$ cat src/rtl/sr_latch_bist.sv
// sr_latch_bist
// Built-in self-test controller for a gated SR latch. It drives EN/S/R from
// a fixed vector ROM, waits a programmable settle time, samples Q/Qbar
// through synchronizers and compares them against golden values.
//
// Optional build macro: SR_BIST_INVALID_EN
//   Appends vector 8 (EN=S=R=1, expect Q=Qbar=0) and widens the index and
//   fail_idx to 4 bits.
//
// Ports:
//   clk, rst_n        clock (rising edge), async active-low reset
//   start             single-cycle run request (ignored while busy)
//   lat_en/s/r        registered latch drives
//   lat_q, lat_qbar   latch outputs, asynchronous to clk
//   busy              high in APPLY/SETTLE/CHECK
//   done, pass        run finished / finished with no mismatches
//   fail_idx          index of the first failing vector
//   err_count         mismatching vectors, saturates at 15
module sr_latch_bist #(
  parameter int SYNC_STAGES   = 2,
  parameter int SETTLE_CYCLES = 4,
`ifdef SR_BIST_INVALID_EN
  localparam int IDX_W = 4
`else
  localparam int IDX_W = 3
`endif
) (
  input  logic             clk,
  input  logic             rst_n,
  input  logic             start,
  output logic             lat_en,
  output logic             lat_s,
  output logic             lat_r,
  input  logic             lat_q,
  input  logic             lat_qbar,
  output logic             busy,
  output logic             done,
  output logic             pass,
  output logic [IDX_W-1:0] fail_idx,
  output logic [3:0]       err_count
);

`ifdef SR_BIST_INVALID_EN
  localparam logic [IDX_W-1:0] LAST = IDX_W'(8);
`else
  localparam logic [IDX_W-1:0] LAST = IDX_W'(7);
`endif
  localparam int CW = (SETTLE_CYCLES > 1) ? $clog2(SETTLE_CYCLES) : 1;

  typedef enum logic [2:0] {IDLE, APPLY, SETTLE, CHECK, DONE} state_t;

  state_t           state, state_next;
  logic [IDX_W-1:0] idx;
  logic [CW-1:0]    cnt;

  // {en, s, r, exp_q, exp_qbar}
  function automatic logic [4:0] rom(input logic [IDX_W-1:0] i);
    case (i)
      IDX_W'(0): rom = 5'b101_01;
      IDX_W'(1): rom = 5'b100_01;
      IDX_W'(2): rom = 5'b110_10;
      IDX_W'(3): rom = 5'b100_10;
      IDX_W'(4): rom = 5'b001_10;
      IDX_W'(5): rom = 5'b101_01;
      IDX_W'(6): rom = 5'b010_01;
      IDX_W'(7): rom = 5'b110_10;
`ifdef SR_BIST_INVALID_EN
      // forbidden input of a NOR latch: both outputs low
      IDX_W'(8): rom = 5'b111_00;
`endif
      default:   rom = 5'b000_01;
    endcase
  endfunction

  logic [4:0] vec;
  assign vec = rom(idx);

  // Q/Qbar synchronizers
  logic [SYNC_STAGES-1:0] q_sync, qb_sync;
  logic sync_q, sync_qb, mismatch;

  always_ff @(posedge clk or negedge rst_n) begin
    if (!rst_n) begin
      q_sync  <= '0;
      qb_sync <= '0;
    end else begin
      q_sync  <= {q_sync[SYNC_STAGES-2:0], lat_q};
      qb_sync <= {qb_sync[SYNC_STAGES-2:0], lat_qbar};
    end
  end

  assign sync_q   = q_sync[SYNC_STAGES-1];
  assign sync_qb  = qb_sync[SYNC_STAGES-1];
  assign mismatch = (sync_q != vec[1]) || (sync_qb != vec[0]);
  assign busy     = (state == APPLY) || (state == SETTLE) || (state == CHECK);

  always_ff @(posedge clk or negedge rst_n) begin
    if (!rst_n) state <= IDLE;
    else        state <= state_next;
  end

  always_comb begin
    state_next = state;
    case (state)
      IDLE, DONE: if (start) state_next = APPLY;
      APPLY:      state_next = SETTLE;
      SETTLE:     if (cnt == '0) state_next = CHECK;
      CHECK:      state_next = (idx == LAST) ? DONE : APPLY;
      default:    state_next = IDLE;
    endcase
  end

  always_ff @(posedge clk or negedge rst_n) begin
    if (!rst_n) begin
      idx       <= '0;
      cnt       <= '0;
      lat_en    <= 1'b0;
      lat_s     <= 1'b0;
      lat_r     <= 1'b0;
      done      <= 1'b0;
      pass      <= 1'b0;
      fail_idx  <= '0;
      err_count <= '0;
    end else begin
      // Status is registered off the settled DONE state, so it rises one
      // edge after the last CHECK and drops on the edge that leaves DONE.
      done <= (state == DONE) && (state_next == DONE);
      pass <= (state == DONE) && (state_next == DONE) && (err_count == 4'd0);
      case (state)
        IDLE, DONE: begin
          if (start) begin
            idx       <= '0;
            err_count <= '0;
            fail_idx  <= '0;
          end
        end
        APPLY: begin
          {lat_en, lat_s, lat_r} <= vec[4:2];
          cnt <= CW'(SETTLE_CYCLES - 1);
        end
        SETTLE: if (cnt != '0) cnt <= cnt - 1'b1;
        CHECK: begin
          if (mismatch) begin
            if (err_count != 4'd15) err_count <= err_count + 4'd1;
            // err_count never returns to zero within a run, so zero marks
            // the first mismatch
            if (err_count == 4'd0) fail_idx <= idx;
          end
          if (idx == LAST) {lat_en, lat_s, lat_r} <= 3'b000;
          else             idx <= idx + 1'b1;
        end
        default: ;
      endcase
    end
  end

endmodule
$ cat config.mk
export PLATFORM = sky130hd
export DESIGN_NAME = sr_latch_bist
export DESIGN_NICKNAME = d
export VERILOG_FILES = /design/src/rtl/sr_latch_bist.sv
export SDC_FILE = /design/constraint.sdc
export NUM_CORES = 1
export LEC_CHECK = 0
export BUFFER_PORTS_ARGS = -buffer_cell sky130_fd_sc_hd__buf_2
export CORE_ASPECT_RATIO = 1.25
export CORE_MARGIN = 1
export CORE_UTILIZATION = 45
export DETAILED_ROUTE_END_ITERATION = 12
export PLACE_DENSITY = 0.65
export SYNTH_ARGS = -nofsm -noshare
export SYNTH_HDL_FRONTEND = slang
export SYNTH_SLANG_ARGS = --single-unit
$ cat constraint.sdc
create_clock -name clk -period 3.8 [get_ports clk]
set_clock_uncertainty 0.05 [all_clocks]
set_input_delay 0.19 -clock clk [delete_from_list [all_inputs] [get_ports clk]]
set_output_delay 0.19 -clock clk [all_outputs]
set_load 0.01 [all_outputs]
# Word-level counts from Yosys, hierarchy flattened
# Memories as Yosys holds them, arrays and structs flattened.
# Cells that the tools add are included.
[word_totals]
reg_bits = 24
rom_bits = 40
input_bits = 5
output_inout_bits = 13
word_cells = 70
memories = 1
[op_classes]
add_sub_neg = 3
eq_ne = 16
mux = 20
reduce_logical = 18
[memory_table]
columns = ["memory", "depth", "width", "rd", "rd_ports_with_merged_regs", "write_ports", "line", "rtl"]
rows = [
  ["(name not given)", 8, 5, 1, 0, 0, "58", "case (i)"],
]
[ops]
columns = ["cell", "count"]
rows = [
  ["$mux 3", 7],
  ["$mux 4", 3],
  ["$pmux 3 s2", 2],
  ["$pmux 3 s4", 1],
  ["$eq 3x3->1 const B", 3],
  ["$ne 2x1->1 const B", 4],
  ["$pmux 4 s2", 1],
  ["$reduce_and 4->1", 2],
  ["$reduce_bool 2->1", 4],
  ["$eq 3x2->1 const B", 2],
  ["$ne 2x2->1 const B", 3],
  ["$pmux 1 s2", 3],
  ["$add 4x1->4 const B", 1],
  ["$logic_not 4->1", 1],
  ["$ne 4x4->1 const B", 1],
  ["$pmux 2 s2", 1],
  ["$reduce_and 2->1", 2],
  ["$add 3x1->3 const B", 1],
  ["$eq 3x1->1 const B", 1],
  ["$logic_not 3->1", 1],
  ["$logic_or 1x1->1", 3],
  ["$reduce_and 3->1", 1],
  ["$logic_and 1x1->1", 2],
  ["$logic_not 2->1", 1],
  ["other kinds (5)", 6],
]

# Depth between registers and ports, before layout
[depth]
word_depth = 6
ltp_mapped = 6
mapped_depth_nobuf = 6

# Least setup slack after synthesis
# OpenSTA, ideal clock, no wires.
[synth_path]
path_kind = "flip-flop to flip-flop"
from = "register idx[1]"
to = "register err_count[1]"
setup_time_ns = 0.125
t_arrival_ns = 1.692
required_ns = 3.625
path_slack_ns = 1.933
stages_incl_launch_ff = 7
path_buffers = 0
synth_period_minus_slack_ns = 1.867
cell_sequence = "dfrtp_1 -> inv_1 -> ha_1 -> and2_4 -> o211a_4 -> nor3_2 -> mux2_2"
[synth_between]
elab_chain_len = 5
word_cells_on_any_way = 6
classes_between = "eq/ne: 3; reduce/logical: 2; memory: 1"
[synth_rtl]
columns = ["element", "line", "rtl"]
rows = [
  ["start, declared", "53", "logic [IDX_W-1:0] idx;"],
  ["start signal, assigned", "150", "else idx <= idx + 1'b1;"],
  ["$mem_v2 8x5 (*)", "-", ""],
  ["$ne 1x1->1", "94", "assign mismatch = (sync_q != vec[1]) || (sync_qb != vec[0]);"],
  ["$logic_or 1x1->1 (*)", "94", ""],
  ["$ne 2x2->1 (no source line) (*)", "-", ""],
  ["$reduce_and 4->1 (no source line) (*)", "-", ""],
  ["end signal, assigned", "144", "if (err_count != 4'd15) err_count <= err_count + 4'd1;"],
  ["end, declared", "40", "output logic [3:0] err_count"],
]
# Mark *: on every way between the ends. The rest lies on a longest branch, timed or not.
# A chain may end at the register's enable or synchronous reset.

# Worst setup path in the final report
[layout_path]
from = "register idx[1]"
to = "register fail_idx[1]"
[layout_between]
elab_chain_len = 5
word_cells_on_any_way = 9
classes_between = "eq/ne: 3; mux: 3; reduce/logical: 2; memory: 1"
[layout_rtl]
columns = ["element", "line", "rtl"]
rows = [
  ["$mem_v2 8x5", "-", ""],
  ["$ne 1x1->1", "94", ""],
  ["$logic_or 1x1->1", "94", ""],
  ["$ne 2x2->1 (no source line)", "-", ""],
  ["$reduce_and 4->1 (no source line)", "-", ""],
  ["end signal, assigned", "147", "if (err_count == 4'd0) fail_idx <= idx;"],
  ["end, declared", "39", "output logic [IDX_W-1:0] fail_idx,"],
]
# Several ways; a longest one is shown, not always the timed one. The select of a mux whose other input is x is not followed.

==> flow_metrics.tcl <==
set metrics [dict create \
    status "completed" \
    cts_tree "done" \
    cts_buffer_depth 2 \
    overflow 0 \
    pwr-share-seq_pct 59.6 \
    async_reset_ff_share_pct 100 \
    fillers 223 \
    die-area_sq_um 2850 \
    hpwlAfterDp_um 1650 \
    syn_to_final_growth_pct 14.2 \
    arrival_ns 2.22 \
    synth.distinct_cells 36 \
    clkPwrFrac_pct 22.3 \
    rsz0062_at_grt "no" \
    die_w_um 47.9 \
    end_kind "flop" \
    dr_total_vias 890 \
    synth.yosys.seq_area_share_pct 50.6 \
    initial_utilization_pct 47.9 \
    root_buffer "clkbuf_4" \
    grt_pass1_vias 871 \
    viasPerCell 5.43 \
    synthFlopType "dfrtp_1" \
    synth.net_count 122 \
    cellLeakagePower_nw 0.703 \
    route.detailed.drc 0 \
    powerDensity_nw_per_um2 368 \
    core_sq_um 2480 \
    fin_nets 145 \
    setup_viol 0 \
    startpoint_type "flop" \
    synth.top_cell.area_share_pct 50.6 \
    pwr-share-comb_pct 18.1 \
    num_rows 20 \
    ant_nets 0 \
    maxSlewViolCount 0 \
    max_freq_mhz 492 \
    finalHoldViolations 0 \
    clock_latency_ns 0.31 \
    power.total_w 0.000500 \
    portBuffers 17 \
    synthCells 110 \
    relSlewSlack_pct 65.3 \
    grt_max_degree 25 \
    intPower_w 0.000354 \
    cts.sinks 24 \
    ys_warn_count 0 \
    die_height_um 59.4 \
    grtUsageTotal_pct 18.5 \
    worst_pin_slew_ns 0.520 \
    clkTransAtPathRegs_ns 0.12 \
    ys_ff_latch 24 \
    io_pins 18 \
    holdCritPathClass "input port to flop" \
    diodes 0 \
    synth_edf_count 0 \
    setup_tns_ns 0 \
    switching_share_pct 29.1 \
    critPathRequiredTime_ns 3.99 \
    synth_top_area_cell "dfrtp_1" \
    drv_cap 0 \
    dr.pass1.iters 4 \
    antenna_found_initial 0 \
    min_period_over_period_pct 53.4 \
    p_switching_w 0.000145 \
    post_synth.cell_area_avg_sq_um 10.8 \
    cts_setup_buffers 0 \
    worstSetupPathType "flop to flop" \
    gp_congestion 0.752 \
    drtIter0Drc 17 \
    netlist_area_sq_um 1190 \
    crit_fanout 6 \
    layout_min_cycle_time_ns 2.03 \
    multi_input_comb_area_sq_um 532 \
    layout-drive-gt1-share_pct 20.6 \
    synthTopCellsByArea "dfrtp_1 51%, ha_1 7.4%, mux2i_1 6.7%" \
    htree_levels 1 \
    grt_first_pass_wirelength_um 3660 \
    peakVddDrop_uv 244 \
    wl_per_cell_um 13.3 \
    numCtsBuffers 3 \
    regArea_sq_um 601 \
    wl_um 2190 \
]
logic make-up after synthesis:
group | Yosys count | share of synthesized area [%]
multiplexers | 10 | 8.64
flip-flops | 24 | 50.6
adder cells (fa/ha/maj) | 7 | 7.38
AND/OR/NAND/NOR | 34 | 15.8
buffers and inverters | 14 | 4.64
XOR/XNOR | 1 | 0.738
AO/OA/AOI/OAI | 20 | 12.2
cell usage after synthesis, drive strengths merged, types with 2 or more instances:
cell type	count
and2	2
a22o	2
ha	7
nand3	2
nor2	8
mux2	2
inv	12
mux2i	8
a21oi	5
nor3	3
dfrtp	24
o21ai	4
nand2	10
a21o	2
flip-flops by register name, summed over array words and instances (netlist names):
signal,count
cnt,2
done,1
err_count,4
fail_idx,3
idx,3
lat_en,1
lat_r,1
lat_s,1
pass,1
q_sync,2
qb_sync,2
state,3
through the flow:
step                setup WS [ns]  util (%)  hold slack [ns]  area (sq um)  instances
detailed placement           1.75      52.6            0.154          1300        158
global route                 1.63      54.7           0.0495          1360        164
finish                       1.77      54.7           0.0519          1360        164
floorplan                    1.93         -           -0.156          1190        110
global placement             1.84      52.6            0.152          1300        158
CTS                          1.74      54.7           0.0480          1360        164
worst max-delay path, cell delays in order, from the launching register on:
cell and delay [ns]:
dfrtp_1 0.45, inv_1 0.09, ha_1 0.30, and2_4 0.15, nor4_2 0.40, nand4bb_1 0.29
mux2i_1 0.23
cell usage in the layout, fill, tap and decap left out, types with 3 or more instances in the layout:
cell type and count:
dlygate4sd3_1 3, inv_1 12, nor2_1 8, clkbuf_4 3, o21ai_0 4, dfrtp_1 24, a21oi_1 5, buf_2 17
mux2i_1 8, ha_1 7, nand2_1 10
power by group through the flow:
stage | logic, W | clock network (W) | registers (W)
finish | 0.0000904 | 0.000111 | 0.000298
global route | 0.000106 | 0.000125 | 0.000302
CTS | 0.0000925 | 0.000115 | 0.000298
detailed placement | 0.0000896 | 0 | 0.000303
global placement | 0.0000872 | 0 | 0.000302
floorplan | 0.0000476 | 0 | 0.000305
cell type report:
class | count | share of cell area (%)
timing repair buffer | 20 | 8.49
multi-input combinational | 72 | 39.2
sequential | 24 | 44.3
clock buffer | 3 | 1.66
inverter | 12 | 3.32
tap | 33 | 3.04
path summary, 6_finish.rpt:
path                                 start           to  slack [ns]  depth (start not counted)
worst max-delay path                idx[1]  fail_idx[1]        1.77                          6
worst min-delay path                 start         done        0.05                          2
worst max register to register      idx[1]  fail_idx[1]        1.77                          6
worst min register to register  qb_sync[0]   qb_sync[1]        0.31                          0
max in group asynchronous            rst_n    q_sync[1]        3.03                          2
min in group asynchronous            rst_n         pass        0.32                          2
repair_timing:
item,in CTS,in global routing
endpoints found under the hold margin,26,0
resized for setup,0,0
hold buffers,3,0
metal layers:
metal,global-route usage [%],up-vias,part of all wire [%],wire length (um)
met5,0,-,0,0
met1,19.8,435,43,948
li1,-,425,-,-
met4,9.52,0,2.9,63
met2,32.4,23,50,1100
met3,3.96,7,3.6,79
No activity file was read; power rests on OpenSTA's default activity.
